### src/rtl/delay_pkg.sv
// Shared types and sizing helpers for the random-delay stage and the light-sequencing fsm.
package delay_pkg;

    typedef enum logic [1:0] {IDLE, COUNT, DONE} delay_state_t;

    // Counter width: one extra bit so rnd + OFFSET never wraps.
    function automatic int unsigned cnt_w(input int unsigned width);
        return width + 1;
    endfunction

endpackage

### src/rtl/edge_rise.sv
// Rising-edge detector. The delayed copy resets high, so a level held through reset does not
// produce an edge.
module edge_rise (
    input  logic clk_i,
    input  logic rst_i,
    input  logic din_i,
    output logic rise_o
);

    logic din_q;

    always_ff @(posedge clk_i) begin
        if (rst_i) begin
            din_q <= 1'b1;
        end else begin
            din_q <= din_i;
        end
    end

    assign rise_o = din_i & ~din_q;

endmodule

### src/rtl/random_delay.sv
// Random hold before lights-out: loads rnd + OFFSET, counts timebase ticks down to zero, then
// pulses time_out_o. Advances the lfsr once per delay started.
module random_delay
    import delay_pkg::*;
#(
    parameter int unsigned WIDTH  = 4,
    parameter int unsigned OFFSET = 1
) (
    input  logic                     clk_i,
    input  logic                     rst_i,
    input  logic                     tick_i,
    input  logic                     trigger_i,
    input  logic                     cancel_i,
    input  logic [WIDTH-1:0]         rnd_i,
    output logic                     lfsr_en_o,
    output logic                     busy_o,
    output logic                     time_out_o,
    output logic [cnt_w(WIDTH)-1:0]  delay_val_o
);

    localparam int unsigned CntW = cnt_w(WIDTH);

    delay_state_t    state_q;
    logic [CntW-1:0] cnt_q;
    logic [CntW-1:0] delay_val_q;
    logic [CntW-1:0] load_val;
    logic            lfsr_en_q;
    logic            busy_q;
    logic            time_out_q;
    logic            start;

    edge_rise u_edge_rise (
        .clk_i  (clk_i),
        .rst_i  (rst_i),
        .din_i  (trigger_i),
        .rise_o (start)
    );

    assign load_val = CntW'(rnd_i) + CntW'(OFFSET);

    // Outputs are registered alongside the state so they track it cycle for cycle.
    always_ff @(posedge clk_i) begin
        if (rst_i) begin
            state_q     <= IDLE;
            cnt_q       <= '0;
            delay_val_q <= '0;
            lfsr_en_q   <= 1'b0;
            busy_q      <= 1'b0;
            time_out_q  <= 1'b0;
        end else begin
            lfsr_en_q  <= 1'b0;
            time_out_q <= 1'b0;
            unique case (state_q)
                IDLE: begin
                    if (start) begin
                        cnt_q       <= load_val;
                        delay_val_q <= load_val;
                        lfsr_en_q   <= 1'b1;
                        busy_q      <= 1'b1;
                        state_q     <= COUNT;
                    end
                end
                COUNT: begin
                    if (cancel_i) begin
                        cnt_q   <= '0;
                        busy_q  <= 1'b0;
                        state_q <= IDLE;
                    end else if (cnt_q == '0) begin
                        time_out_q <= 1'b1;
                        state_q    <= DONE;
                    end else if (tick_i) begin
                        if (cnt_q == CntW'(1)) begin
                            cnt_q      <= '0;
                            time_out_q <= 1'b1;
                            state_q    <= DONE;
                        end else begin
                            cnt_q <= cnt_q - CntW'(1);
                        end
                    end
                end
                DONE: begin
                    busy_q  <= 1'b0;
                    state_q <= IDLE;
                end
                default: begin
                    busy_q  <= 1'b0;
                    state_q <= IDLE;
                end
            endcase
        end
    end

    assign lfsr_en_o   = lfsr_en_q;
    assign busy_o      = busy_q;
    assign time_out_o  = time_out_q;
    assign delay_val_o = delay_val_q;

endmodule

### config.mk
export PLATFORM = sky130hd
export DESIGN_NAME = random_delay
export DESIGN_NICKNAME = d
export VERILOG_FILES = /design/src/rtl/delay_pkg.sv /design/src/rtl/edge_rise.sv /design/src/rtl/random_delay.sv
export SDC_FILE = /design/constraint.sdc
export NUM_CORES = 1
export LEC_CHECK = 0
export BUFFER_PORTS_ARGS = -buffer_cell sky130_fd_sc_hd__buf_2
export CAP_MARGIN = 20
export CORE_ASPECT_RATIO = 1.4
export CORE_UTILIZATION = 45
export CTS_CLUSTER_DIAMETER = 60
export CTS_CLUSTER_SIZE = 25
export DETAILED_ROUTE_END_ITERATION = 7
export GPL_TIMING_DRIVEN = 0
export PLACE_DENSITY = 0.76
export SYNTH_ARGS = -nofsm -noshare
export SYNTH_HDL_FRONTEND = slang
export SYNTH_HIERARCHICAL = 1
export SYNTH_SLANG_ARGS = --single-unit
### constraint.sdc
create_clock -name clk_i -period 1.9 [get_ports clk_i]
set_clock_uncertainty 0.15 [all_clocks]
set_input_delay 0.095 -clock clk_i [delete_from_list [all_inputs] [get_ports clk_i]]
set_output_delay 0.095 -clock clk_i [all_outputs]
set_load 0.01 [all_outputs]
-- Word level (Yosys, flattened, before mapping)
Cells that the tools add are included.
- multiplexer cells: 19
- eq/ne operators: 8
- add/sub/neg operators: 2
- bitwise operators: 4
- reduce and logical (&&, ||, !) cells: 9
- operator list (operator ; number):
    5-bit 2-to-1 mux ; 5
    2-bit 2-to-1 mux ; 5
    5-bit one-hot mux with 2 select lines ; 1
    4-bit inequality test (second input constant) ; 2
    1-bit 2-to-1 mux ; 6
    3-bit inequality test (second input constant) ; 2
    4-bit by 1-bit adder with 5-bit output (second input constant) ; 1
    5-bit by 1-bit == test with 1-bit output (second input constant) ; 1
    5-bit logical NOT ; 1
    5-bit by 1-bit subtractor with 5-bit output (second input constant) ; 1
    2-bit inequality test (second input constant) ; 2
    2-bit one-hot mux with 2 select lines ; 1
    2-bit AND reduction ; 2
    4-bit AND reduction ; 1
    1-bit inverter ; 3
    3-bit AND reduction ; 1
    3-bit OR reduction ; 1
    2-bit by 1-bit == test with 1-bit output (second input constant) ; 1
    2-bit logical NOT ; 1
    1-bit one-hot mux with 2 select lines ; 1
    2-bit nonzero test ; 1
    2-bit OR reduction ; 1
    1-bit AND ; 1
- output and inout bits: 8
- flip-flop bits (word level): 16
- logic and storage cells: 49
- input bits: 9

-- Depth between registers and ports, before layout
Gate-level depths: netlist of run 1.
- word-level depth: 6
- mapped depth: 6
- mapped depth without buffers: 6

-- Hierarchy
The synthesis of run 1 kept the hierarchy.
- by module, submodules not included (module ; sequential area each (um2) ; times used ; area each (um2) ; cells each):
    random_delay ; 300.3 ; 1 ; 847.1 ; 99
    edge_rise ; 20.0 ; 1 ; 32.5 ; 3

-- Worst setup path before layout of run 1
Ideal clock, no wire load.
- kind: reg2reg
- from: reg cnt_q[0]
- to: reg cnt_q[0]
- arrival: 1529 ps
- cell stages (with the launch flop): 7
- data required time: 1664 ps
- library setup time: 86 ps
- setup slack: 134 ps
- path buffers: 0
- cells stage by stage: dfxtp_1 inv_1 ha_1 or4b_4 a21oi_4 a211oi_1 a221oi_2
- cells in the longest elaborated chain, start to end: 6
- elaborated cells on any way between the ends: 10
- ends and longest elaborated chain (item ; RTL line ; text):
    from (decl) ; random_delay.sv:24 ; logic [CntW-1:0] cnt_q;
    from (signal assigned) ; random_delay.sv:56 ; cnt_q <= load_val;
    from (signal assigned) ; random_delay.sv:77 ; cnt_q <= cnt_q - CntW'(1);
    5-bit by 1-bit subtractor with 5-bit output / 5-bit by 1-bit == test with 1-bit output (equally long branches) ; random_delay.sv:77, random_delay.sv:72 ;
    5-bit 2-to-1 mux ; random_delay.sv:72 ; if (cnt_q == CntW'(1)) begin
    5-bit 2-to-1 mux ; random_delay.sv:71 ; end else if (tick_i) begin
    5-bit 2-to-1 mux ; random_delay.sv:68 ; end else if (cnt_q == '0) begin
    5-bit 2-to-1 mux ; random_delay.sv:64 ; if (cancel_i) begin
    5-bit one-hot mux with 2 select lines ; random_delay.sv:53 ; unique case (state_q)
Several ways; a longest one is shown, not always the timed one. The select of a mux whose other input is x is not followed.
A chain may end at the register's enable or synchronous reset.

-- Worst setup path in the final report of run 1
- from: reg cnt_q[0]
- to: reg cnt_q[2]
Same word-level chain as after synthesis.

==> flow_metrics.py, run 1 <==
metrics = {
    "timing": {
        "fmax_ghz": 0.547,
        "min_period_ns": 1.83,
        "timing.hold.ws_ns": 0.0553,
        "timing.final.ws_setup_ns": 0.0726,
        "finalCritPeriodShare_pct": 96.2,
        "hold_viol_final": 0,
        "setup_viol": 0,
        "tightest_slew_ns": 0.492,
        "max_slew_margin_pct": 67.2,
        "finalMaxSlewViolations": 0,
        "tns_ns": 0,
    },
    "grt": {
        "grt_usage_pct": 23.8,
        "busiest_layer": "met2",
        "grt_pass1_wl_um": 3500,
        "use_met1_pct": 28.5,
        "grt_overflow": 0,
        "grt_pass1_vias": 822,
        "grt_use_met3_pct": 2.03,
        "grtUsageMet2_pct": 39.4,
        "grt_start_max_net_pins": 11,
        "antenna_found_initial": 0,
    },
    "critical_path": {
        "worstPathRequired_ns": 1.95,
        "worstSetupStartpointType": "flip-flop",
        "path_delay_family": "simple AND/OR/NAND/NOR gates",
        "cp_num_cells": 6,
        "endpoint": "cnt_q[2]$_SDFFE_PP0P_",
        "crit_fanout": 5,
        "worst-path-buf-inv": 1,
        "ff2ff_setup_slack_ns": 0.07,
        "crit_slowest_cell": "or4b_4",
        "r2r-end": "cnt_q[2]$_SDFFE_PP0P_",
        "max_stage_delay_ns": 0.48,
        "reg2reg_from": "cnt_q[0]$_SDFFE_PP0P_",
        "worstPathArrival_ns": 1.88,
        "worst_setup_path_end_kind": "flip-flop",
        "startpoint": "cnt_q[0]$_SDFFE_PP0P_",
        "critPathKind": "flip-flop to flip-flop",
        "reg2reg_depth": 6,
        "critical_path.cell_chain": "inv_2, ha_1, or4b_4, a21oi_4, nor3_1, o32ai_2",
    },
    "power": {
        "clkPwrFrac_pct": 18.1,
        "leakage_nw": 0.465,
        "p_int_uw": 630,
        "pwr-share-comb_pct": 38.7,
        "netSwitchingPower_uw": 325,
        "p_seq_share_pct": 43.1,
        "swShare_pct": 34.0,
        "ir_worst_vdd_uv": 561,
        "p_per_area_nw_per_um2": 841,
    },
    "final_layout": {
        "areaGrowthSynthToFinish_pct": 29.0,
        "fin_util_pct": 63.0,
        "final_area_um2": 1130,
        "drive_above_1_share_pct": 28.8,
        "nNetsFinal": 147,
        "diodes": 0,
    },
    "placement": {
        "preCtsSetupSlack_ns": -0.219,
        "port_buffers": 16,
        "gp_congestion": 0.886,
        "dpl_cell_area_um2": 985,
        "dp_hpwl_um": 1390,
    },
    "floorplan": {
        "die_height_um": 54.3,
        "start_util_pct": 48.8,
        "design.die.area_um2": 2140,
        "ios": 17,
        "num_rows": 18,
        "core_area_um2": 1800,
        "die_x_um": 39.4,
    },
    "detailed_routing": {
        "drtIter0Drc": 28,
        "drtPass1Iterations": 4,
        "detail_route.wl_per_cell_um": 14.5,
        "postRouteAntennaNets": 0,
        "vias_per_cell": 5.71,
        "vias": 868,
        "totalWireLength_um": 2200,
        "drc": 0,
    },
    "synthesis": {
        "yosys.area.top_type_share_pct": 36.4,
        "ys_warn_count": 6,
        "synth-seq-area-share_pct": 36.4,
        "synth_area_leaders": "dfxtp_1 36%, ha_1 5.7%, nor2_1 4.7%",
        "yosysTopAreaCell": "dfxtp_1",
        "synthCells": 102,
        "syn_avg_cell_area_um2": 8.62,
        "synthDistinctLibCells": 40,
        "syn-num-nets": 115,
        "synth.cell_area_um2": 880,
        "ys_ff_latch": 16,
    },
    "clock_tree": {
        "clock_latency_ns": 0.29,
        "tritoncts": "yes",
        "clock-sinks": 16,
        "clkSlewWorstSetupHoldPaths_ns": 0.09,
        "clk_path_buf_depth": 2,
        "htreeDepth": 1,
        "cts.root.buffer_cell": "clkbuf_4",
        "cts_made_buffers": 3,
    },
    "hold_path": {
        "hold_class": "primary input to flip-flop",
        "hold_path_depth": 4,
    },
    "run": {
        "maxCapViolations": 0,
    },
    "status": {
        "status": "completed",
    },
}
## sequential cells by signal, indices dropped and copies added (netlist names)
| register | flops |
|---|---|
| lfsr_en_o | 1 |
| time_out_o | 1 |
| delay_val_o | 5 |
| u_edge_rise/din_q | 1 |
| busy_o | 1 |
| cnt_q | 5 |
| state_q | 2 |
## per-layer routing
| metal | vias to the layer above | share of wire (%) |
|---|---|---|
| met1 | 398 | 39 |
| met3 | 7 | 5.2 |
| li1 | 434 | - |
| met5 | - | 0 |
| met4 | 0 | 2.4 |
| met2 | 29 | 54 |
## kinds of logic (layout without fill, tap and decap cells)
group                    Yosys count  in the layout  share of synthesized area (%)
multiplexers                       1              1                           1.14
adder cells (fa/ha/maj)            4              4                           5.69
AND/OR/NAND/NOR                   44             44                           27.9
buffers and inverters             10             40                           4.69
flip-flops                        16             16                           36.4
AO/OA/AOI/OAI                     25             25                           22.2
XOR/XNOR                           2              2                           1.99
## Yosys cell counts
master / instances
dfxtp_1: 16
nor2_1: 11
nand2_1: 7
inv_1: 6
a211oi_1: 5
a21oi_1: 5
nor3_1: 5
ha_1: 4
clkbuf_1: 3
nand2b_1: 3
a221oi_1: 2
nand3_1: 2
nand4_1: 2
nor3b_1: 2
o21ai_0: 2
o32ai_1: 2
or3_1: 2
a2111oi_0: 1
a21o_1: 1
a21oi_4: 1
a221oi_2: 1
a22oi_1: 1
a32oi_1: 1
and2_1: 1
buf_4: 1
mux2i_1: 1
nor2_2: 1
nor2b_1: 1
nor4_1: 1
nor4b_1: 1
nor4b_2: 1
o211a_1: 1
o21bai_1: 1
o22ai_1: 1
or2_1: 1
or2_2: 1
or3b_1: 1
or4b_4: 1
xnor2_1: 1
xor2_1: 1
## worst min path at each step
stage                    from                      endpoint
finish               cancel_i           busy_o$_SDFFE_PP0P_
global route         cancel_i           busy_o$_SDFFE_PP0P_
CTS                  cancel_i           busy_o$_SDFFE_PP0P_
detailed placement  trigger_i  u_edge_rise/din_q$_SDFF_PP1_
global placement    trigger_i  u_edge_rise/din_q$_SDFF_PP1_
floorplan               rst_i         time_out_o$_SDFF_PP0_
## per-stage QoR
| stage | power [mW] | cells |
|---|---|---|
| after floorplan | 0.646 | 102 |
| after global placement | 0.719 | 138 |
| after detailed placement | 0.724 | 138 |
| after CTS | 0.926 | 148 |
| after global routing | 1.02 | 152 |
| final | 0.955 | 152 |
## power by group through the flow
stage                     clock network (mW)  logic [mW]  registers, mW
final                                  0.173       0.370          0.412
after global routing                   0.192       0.404          0.421
after CTS                              0.180       0.336          0.411
after detailed placement                   0       0.310          0.414
after global placement                     0       0.306          0.412
after floorplan                            0       0.231          0.416
## cell type report
type                    instances  area, um^2
plain buffers                   4        18.8
clock buffers                   3        22.5
fillers                       164         667
inverters                       6        22.5
multi-input cells              76         547
flip-flops and latches         16         322
well taps                      20        25.0
repair buffers                 27         178
## worst register-to-register path, delay by kind of cell (launching register included)
family | cells | cell delay [ns]
and+or+nand+nor | 2 | 0.57
AOI/OAI and AO/OA | 2 | 0.44
DFF | 1 | 0.34
adders and majority gates | 1 | 0.15
buffers and inverters | 1 | 0.09
## cell usage in the layout (no fill, tap or decap), types with 2 or more instances in the layout
cell type and n:
ha_1 4, dlygate4sd3_1 6, dfxtp_1 15, a211oi_1 5, nor2_1 11, nand4_1 2
nand2_1 7, or3_1 2, inv_2 2, buf_2 16, a221oi_1 2, clkbuf_1 3
nor3b_1 2, clkbuf_4 3, nor3_1 5, a21oi_1 5, inv_1 4, buf_4 6
nand3_1 2, nand2b_1 3, o21ai_0 2
## what timing repair did
action                                  4_1_cts  5_1_grt
pin swaps                                     0        2
endpoints found under the setup margin        5        7
gates resized for setup                       5        4
endpoints found under the hold margin         8        0
gates cloned                                  0        0
buffers inserted                              1        4
hold buffers                                  6        0
Note: power is estimated with default switching activity, not from simulation.
==> run 2, diff against run 1 <==
==> constraint.sdc (replaced) <==
create_clock -name clk_i -period 1.9 [get_ports clk_i]
set_clock_uncertainty 0.15 [all_clocks]
set_input_delay 0.38 -clock clk_i [delete_from_list [all_inputs] [get_ports clk_i]]
set_output_delay 0.38 -clock clk_i [all_outputs]
set_load 0.01 [all_outputs]
==> run 2 against run 1 <==
Compared with the run above:
- core utilization fell by 3.7 points
- cell count fell by 3.9%
- worst hold slack improved by 0.090 ns
==> flow_metrics.py, run 2 (synthesis results as in run 1) <==
metrics = {
    "detailed_routing": {
        "totalWireLength_um": 2020,
        "drc": 0,
        "vias": 839,
        "postRouteAntennaNets": 0,
        "drtPass1Iterations": 4,
        "vias_per_cell": 5.75,
        "wl_met1_um": 865,
        "met3_length_um": 86,
        "detail_route.wl_per_cell_um": 13.8,
        "wl_met2_um": 991,
        "drtIter0Drc": 27,
        "highest_layer": "met4",
    },
    "timing": {
        "tns_ns": 0,
        "min_period_ns": 1.85,
        "fmax_ghz": 0.542,
        "max_slew_margin_pct": 68.7,
        "setup_viol": 0,
        "tightest_slew_ns": 0.463,
        "timing.hold.ws_ns": 0.145,
        "hold_viol_final": 0,
        "finalMaxSlewViolations": 0,
        "rsz0062_at_grt": "true",
        "finalCritPeriodShare_pct": 97.1,
    },
    "critical_path": {
        "critical_path.cell_chain": "inv_2, ha_1, or4b_4, a21oi_4, nor3_1, o32ai_2",
        "reg2reg_depth": 6,
        "worst-path-buf-inv": 1,
        "crit_slowest_cell": "or4b_4",
        "worstSetupStartpointType": "flip-flop",
        "path_delay_family": "simple AND/OR/NAND/NOR gates",
        "critPathKind": "flip-flop to flip-flop",
        "crit_fanout": 5,
        "max_stage_delay_ns": 0.48,
        "cp_num_cells": 6,
        "worstPathRequired_ns": 1.95,
        "worstPathArrival_ns": 1.90,
        "worst_setup_path_end_kind": "flip-flop",
    },
    "final_layout": {
        "areaGrowthSynthToFinish_pct": 21.5,
        "seq_area_um2": 322,
        "final_area_um2": 1070,
        "drive_above_1_share_pct": 28.6,
        "final_cell_mix": "16 x buf_2, 15 x dfxtp_1, 11 x nor2_1",
        "diodes": 0,
        "multi_input_area_um2": 541,
        "final_common_cell": "buf_2",
        "fillers": 176,
        "nNetsFinal": 141,
    },
    "placement": {
        "gp_congestion": 0.886,
        "port_buffers": 16,
        "dp_hpwl_um": 1390,
        "dpl_cell_area_um2": 985,
    },
    "grt": {
        "antenna_found_initial": 0,
        "grt_usage_pct": 21.9,
        "grt_start_max_net_pins": 11,
        "grt_pass1_vias": 775,
        "grt_pass1_wl_um": 3230,
        "grt_overflow": 0,
    },
    "clock_tree": {
        "cts_hold_buffers": 0,
        "clock_latency_ns": 0.29,
        "clkSlewWorstSetupHoldPaths_ns": 0.10,
        "cts_made_buffers": 3,
        "clk_path_buf_depth": 2,
        "tritoncts": "yes",
        "clock-sinks": 16,
        "cts.root.buffer_cell": "clkbuf_4",
        "htreeDepth": 1,
    },
    "floorplan": {
        "design.die.area_um2": 2140,
        "die_height_um": 54.3,
        "num_rows": 18,
        "die_x_um": 39.4,
        "start_util_pct": 48.8,
        "core_area_um2": 1800,
        "ios": 17,
    },
    "power": {
        "swShare_pct": 34.6,
        "p_int_uw": 620,
        "p_seq_share_pct": 43.6,
        "ir_worst_vdd_uv": 580,
        "p_per_area_nw_per_um2": 887,
        "pwr-share-comb_pct": 37.5,
        "leakage_nw": 0.440,
        "netSwitchingPower_uw": 327,
        "clkPwrFrac_pct": 19.0,
    },
    "hold_path": {
        "hold_class": "primary input to flip-flop",
        "hold_path_depth": 2,
    },
    "status": {
        "status": "completed",
    },
    "run": {
        "maxCapViolations": 0,
    },
}
run 2: changes by cell type in the layout (fill, tap and decap cells not counted), sizes merged:
cell | before | now
dlygate4sd3 | 6 | 0
run 2: metal layers:
| layer | up-vias | global-route usage, % |
|---|---|---|
| met5 | - | 0 |
| met4 | 0 | 15.5 |
| met3 | 9 | 1.22 |
| met2 | 31 | 34.4 |
| met1 | 373 | 27.8 |
| li1 | 426 | - |
run 2: power groups by stage:
stage | combinational (mW) | sequential, mW | clock (mW)
after floorplan | 0.231 | 0.416 | 0
after global placement | 0.306 | 0.412 | 0
after detailed placement | 0.310 | 0.414 | 0
after CTS | 0.326 | 0.411 | 0.180
after global routing | 0.390 | 0.420 | 0.195
final | 0.355 | 0.413 | 0.180
run 2: worst paths after layout:
kind	start	to	slack (ns)
worst max-delay path	cnt_q[0]$_SDFFE_PP0P_	cnt_q[2]$_SDFFE_PP0P_	0.05
worst min-delay path	trigger_i	u_edge_rise/din_q$_SDFF_PP1_	0.15
worst max register to register	cnt_q[0]$_SDFFE_PP0P_	cnt_q[2]$_SDFFE_PP0P_	0.05
worst min register to register	delay_val_o[1]$_SDFFE_PP0P_	delay_val_o[1]$_SDFFE_PP0P_	0.31
run 2: repair_timing:
action | in CTS | in global routing
endpoints found under the setup margin | 5 | 5
gates cloned | 0 | 0
setup buffers | 1 | 4
pin swaps | 0 | 2
resized for setup | 5 | 2
run 2: stage by stage:
step / worst slack, ns / power, mW / instances / utilization (%)
floorplan: 0.134 / 0.646 / 102 / -
global route: -0.0320 / 1.01 / 146 / 59.3
finish: 0.0544 / 0.947 / 146 / 59.3
global placement: -0.267 / 0.719 / 138 / 54.7
CTS: 0.0195 / 0.917 / 142 / 57.2
detailed placement: -0.219 / 0.724 / 138 / 54.7
run 2: cell type report:
cell class	instances	share of cell area [%]
well taps	20	2.34
flip-flops and latches	16	30.1
multi-input cells	76	50.6
plain buffers	4	1.76
clock buffers	3	2.11
inverters	6	2.11
repair buffers	21	11.0
==> run 3, diff against run 2 <==
--- a/config.mk
+++ b/config.mk
@@ -16,5 +16,4 @@
 export PLACE_DENSITY = 0.76
 export SYNTH_ARGS = -nofsm -noshare
 export SYNTH_HDL_FRONTEND = slang
-export SYNTH_HIERARCHICAL = 1
 export SYNTH_SLANG_ARGS = --single-unit
==> run 3 against run 2 <==
Compared with the run above:
- register-to-register slack improved by 0.03 ns
- worst hold slack improved by 0.0067 ns
- wire length fell by 7.7%
- cell area fell by 2.9%
- synthesized cell count fell by 6.9%
- cell count fell by 6.2%
- worst setup slack improved by 0.027 ns
- critical path depth did not move
- combinational power fell by 54%
==> flow_metrics.py, run 3 <==
metrics = {
    "critical_path": {
        "max_stage_delay_ns": 0.48,
        "worst-path-buf-inv": 1,
        "startpoint": "cnt_q[1]$_SDFFE_PP0P_",
        "reg2reg_from": "cnt_q[1]$_SDFFE_PP0P_",
        "worstSetupStartpointType": "flip-flop",
        "ff2ff_setup_slack_ns": 0.08,
        "cp_num_cells": 6,
        "critical_path.cell_chain": "inv_2, ha_1, or4b_4, o211a_1, o22a_1, a211oi_2",
        "critPathKind": "flip-flop to flip-flop",
        "reg2reg_depth": 6,
        "worstPathArrival_ns": 1.89,
        "endpoint": "cnt_q[1]$_SDFFE_PP0P_",
        "path_delay_family": "compound AO/OA/AOI/OAI gates",
        "crit_slowest_cell": "or4b_4",
        "worst_setup_path_end_kind": "flip-flop",
        "worstPathRequired_ns": 1.97,
        "r2r-end": "cnt_q[1]$_SDFFE_PP0P_",
        "crit_fanout": 6,
    },
    "power": {
        "finalPower_uw": 711,
        "leakage_nw": 0.428,
        "ir_worst_vdd_uv": 522,
        "p_per_area_nw_per_um2": 686,
    },
    "floorplan": {
        "design.die.area_um2": 2140,
        "die_x_um": 39.3,
        "core_area_um2": 1800,
        "num_rows": 18,
        "ios": 17,
        "die_height_um": 54.3,
        "start_util_pct": 48.7,
    },
    "synthesis": {
        "yosys.area.top_type_share_pct": 36.5,
        "synth.cell_area_um2": 878,
        "ys_ff_latch": 16,
        "synthDistinctLibCells": 41,
        "synthMostInstantiatedCell": "dfxtp_1",
        "syn-num-nets": 108,
        "yosysTopAreaCell": "dfxtp_1",
        "syn_avg_cell_area_um2": 9.25,
        "synth_commonest_cells": "16 x dfxtp_1, 10 x nor2_1, 8 x nor3_1, 6 x inv_1",
        "synthAdderAreaFrac_pct": 5.70,
        "synth_edf_count": 0,
        "ys_warn_count": 0,
        "synth_compound_area_share_pct": 22.2,
        "synthCells": 95,
        "synthFlopType": "dfxtp_1",
        "synth_top_family_by_area": "simple AND/OR/NAND/NOR gates",
        "synth-seq-area-share_pct": 36.5,
        "ys_async_sr_fraction_pct": 0,
        "synth-xor-area-share_pct": 2.99,
        "synth_mux_area_share_pct": 1.14,
        "synth-simple-area-share_pct": 25.5,
        "synth_area_leaders": "dfxtp_1 36%, ha_1 5.7%, nor3_1 4.6%",
    },
    "timing": {
        "finalMaxSlewViolations": 0,
        "max_slew_margin_pct": 65.1,
        "setup_viol": 0,
        "finalCritPeriodShare_pct": 95.7,
        "timing.hold.ws_ns": 0.152,
        "min_period_ns": 1.82,
        "tightest_slew_ns": 0.521,
        "tns_ns": 0,
        "rsz0062_at_grt": "true",
        "timing.final.ws_setup_ns": 0.0810,
        "hold_viol_final": 0,
        "fmax_ghz": 0.550,
    },
    "clock_tree": {
        "cts_hold_buffers": 0,
        "clock_latency_ns": 0.29,
        "cts_made_buffers": 3,
        "clock-sinks": 16,
        "htreeDepth": 1,
        "tritoncts": "yes",
        "clk_path_buf_depth": 2,
        "cts.root.buffer_cell": "clkbuf_4",
        "clkSlewWorstSetupHoldPaths_ns": 0.09,
    },
    "grt": {
        "antenna_found_initial": 0,
        "grt_pass1_vias": 716,
        "grt_usage_pct": 21.6,
        "grt_pass1_wl_um": 3070,
        "grt_overflow": 0,
        "grt_start_max_net_pins": 11,
    },
    "detailed_routing": {
        "totalWireLength_um": 1860,
        "vias_per_cell": 5.74,
        "postRouteAntennaNets": 0,
        "drc": 0,
        "met3_length_um": 60,
        "wl_met1_um": 802,
        "drtPass1Iterations": 4,
        "wl_met2_um": 935,
        "detail_route.wl_per_cell_um": 13.6,
        "highest_layer": "met4",
        "drtIter0Drc": 11,
        "vias": 787,
    },
    "placement": {
        "dp_hpwl_um": 1370,
        "port_buffers": 16,
        "preCtsSetupSlack_ns": -0.0320,
        "gp_congestion": 0.902,
    },
    "final_layout": {
        "areaGrowthSynthToFinish_pct": 18.1,
        "drive_above_1_share_pct": 29.9,
        "nNetsFinal": 132,
        "diodes": 0,
        "fillers": 173,
        "final_cell_mix": "16 x dfxtp_1, 16 x buf_2, 10 x nor2_1",
    },
    "status": {
        "status": "completed",
    },
    "run": {
        "maxCapViolations": 0,
    },
    "hold_path": {
        "hold_class": "primary input to flip-flop",
    },
}
## run 3: cell types whose count changed after synthesis, sizes merged, moves of 2 or more
| cell | before | now |
|---|---|---|
| nand2 | 7 | 0 |
| a21oi | 6 | 2 |
| nor3 | 5 | 9 |
| a221oi | 3 | 1 |
| a2bb2oi | 0 | 2 |
| buf | 1 | 3 |
| nand3 | 2 | 4 |
| nor2 | 12 | 10 |
| o311ai | 0 | 2 |
## run 3: area by class of cell
class / count / area, um^2 / area share, %
inverter: 6 / 22.5 / 2.17
sequential: 16 / 320 / 30.9
buffer: 5 / 30.0 / 2.90
multi-input combinational: 68 / 514 / 49.6
tap: 20 / 25.0 / 2.41
timing repair buffer: 19 / 103 / 9.89
clock buffer: 3 / 22.5 / 2.17
## run 3: report_power, final
part	leakage [nW]	internal (mW)	switching (mW)	total [mW]
clock	0.0138	0.0739	0.108	0.182
sequential	0.131	0.352	0.0131	0.365
combinational	0.284	0.0766	0.0879	0.164
## run 3: kinds of logic (layout without fill, tap and decap cells)
| family | after synthesis | in the layout |
|---|---|---|
| adder cells (fa/ha/maj) | 4 | 4 |
| AND/OR/NAND/NOR | 38 | 38 |
| AO/OA/AOI/OAI | 22 | 22 |
| multiplexers | 1 | 1 |
| XOR/XNOR | 3 | 3 |
| buffers and inverters | 11 | 33 |
| flip-flops | 16 | 16 |
## run 3: routing by layer
| metal | track usage (%) | up-vias |
|---|---|---|
| met1 | 24.1 | 360 |
| li1 | - | 397 |
| met3 | 3.66 | 5 |
| met4 | 17.2 | 0 |
| met2 | 35.3 | 25 |
| met5 | 0 | - |
## run 3: stage by stage
stage	cell area [um^2]	std cells	util, %
finish	1040	137	57.6
global route	1040	137	57.6
CTS	1010	134	55.8
detailed placement	983	131	54.6
global placement	983	131	54.6
floorplan	878	95	-
## run 3: worst min path at each step
stage,start,end,cells after the start
6_report,trigger_i,u_edge_rise.din_q$_SDFF_PP1_,2
5_1_grt,trigger_i,u_edge_rise.din_q$_SDFF_PP1_,2
4_1_cts,trigger_i,u_edge_rise.din_q$_SDFF_PP1_,2
3_5_place_dp,delay_val_o[4]$_SDFFE_PP0P_,delay_val_o[4]$_SDFFE_PP0P_,2
3_3_place_gp,delay_val_o[4]$_SDFFE_PP0P_,delay_val_o[4]$_SDFFE_PP0P_,2
2_1_floorplan,rst_i,cnt_q[4]$_SDFFE_PP0P_,1
## run 3: timing repair
| action | 4_1_cts | 5_1_grt |
|---|---|---|
| setup buffers | 0 | 3 |
| pin swaps | 0 | 2 |
| resized for setup | 2 | 1 |
| setup endpoints to repair | 3 | 5 |
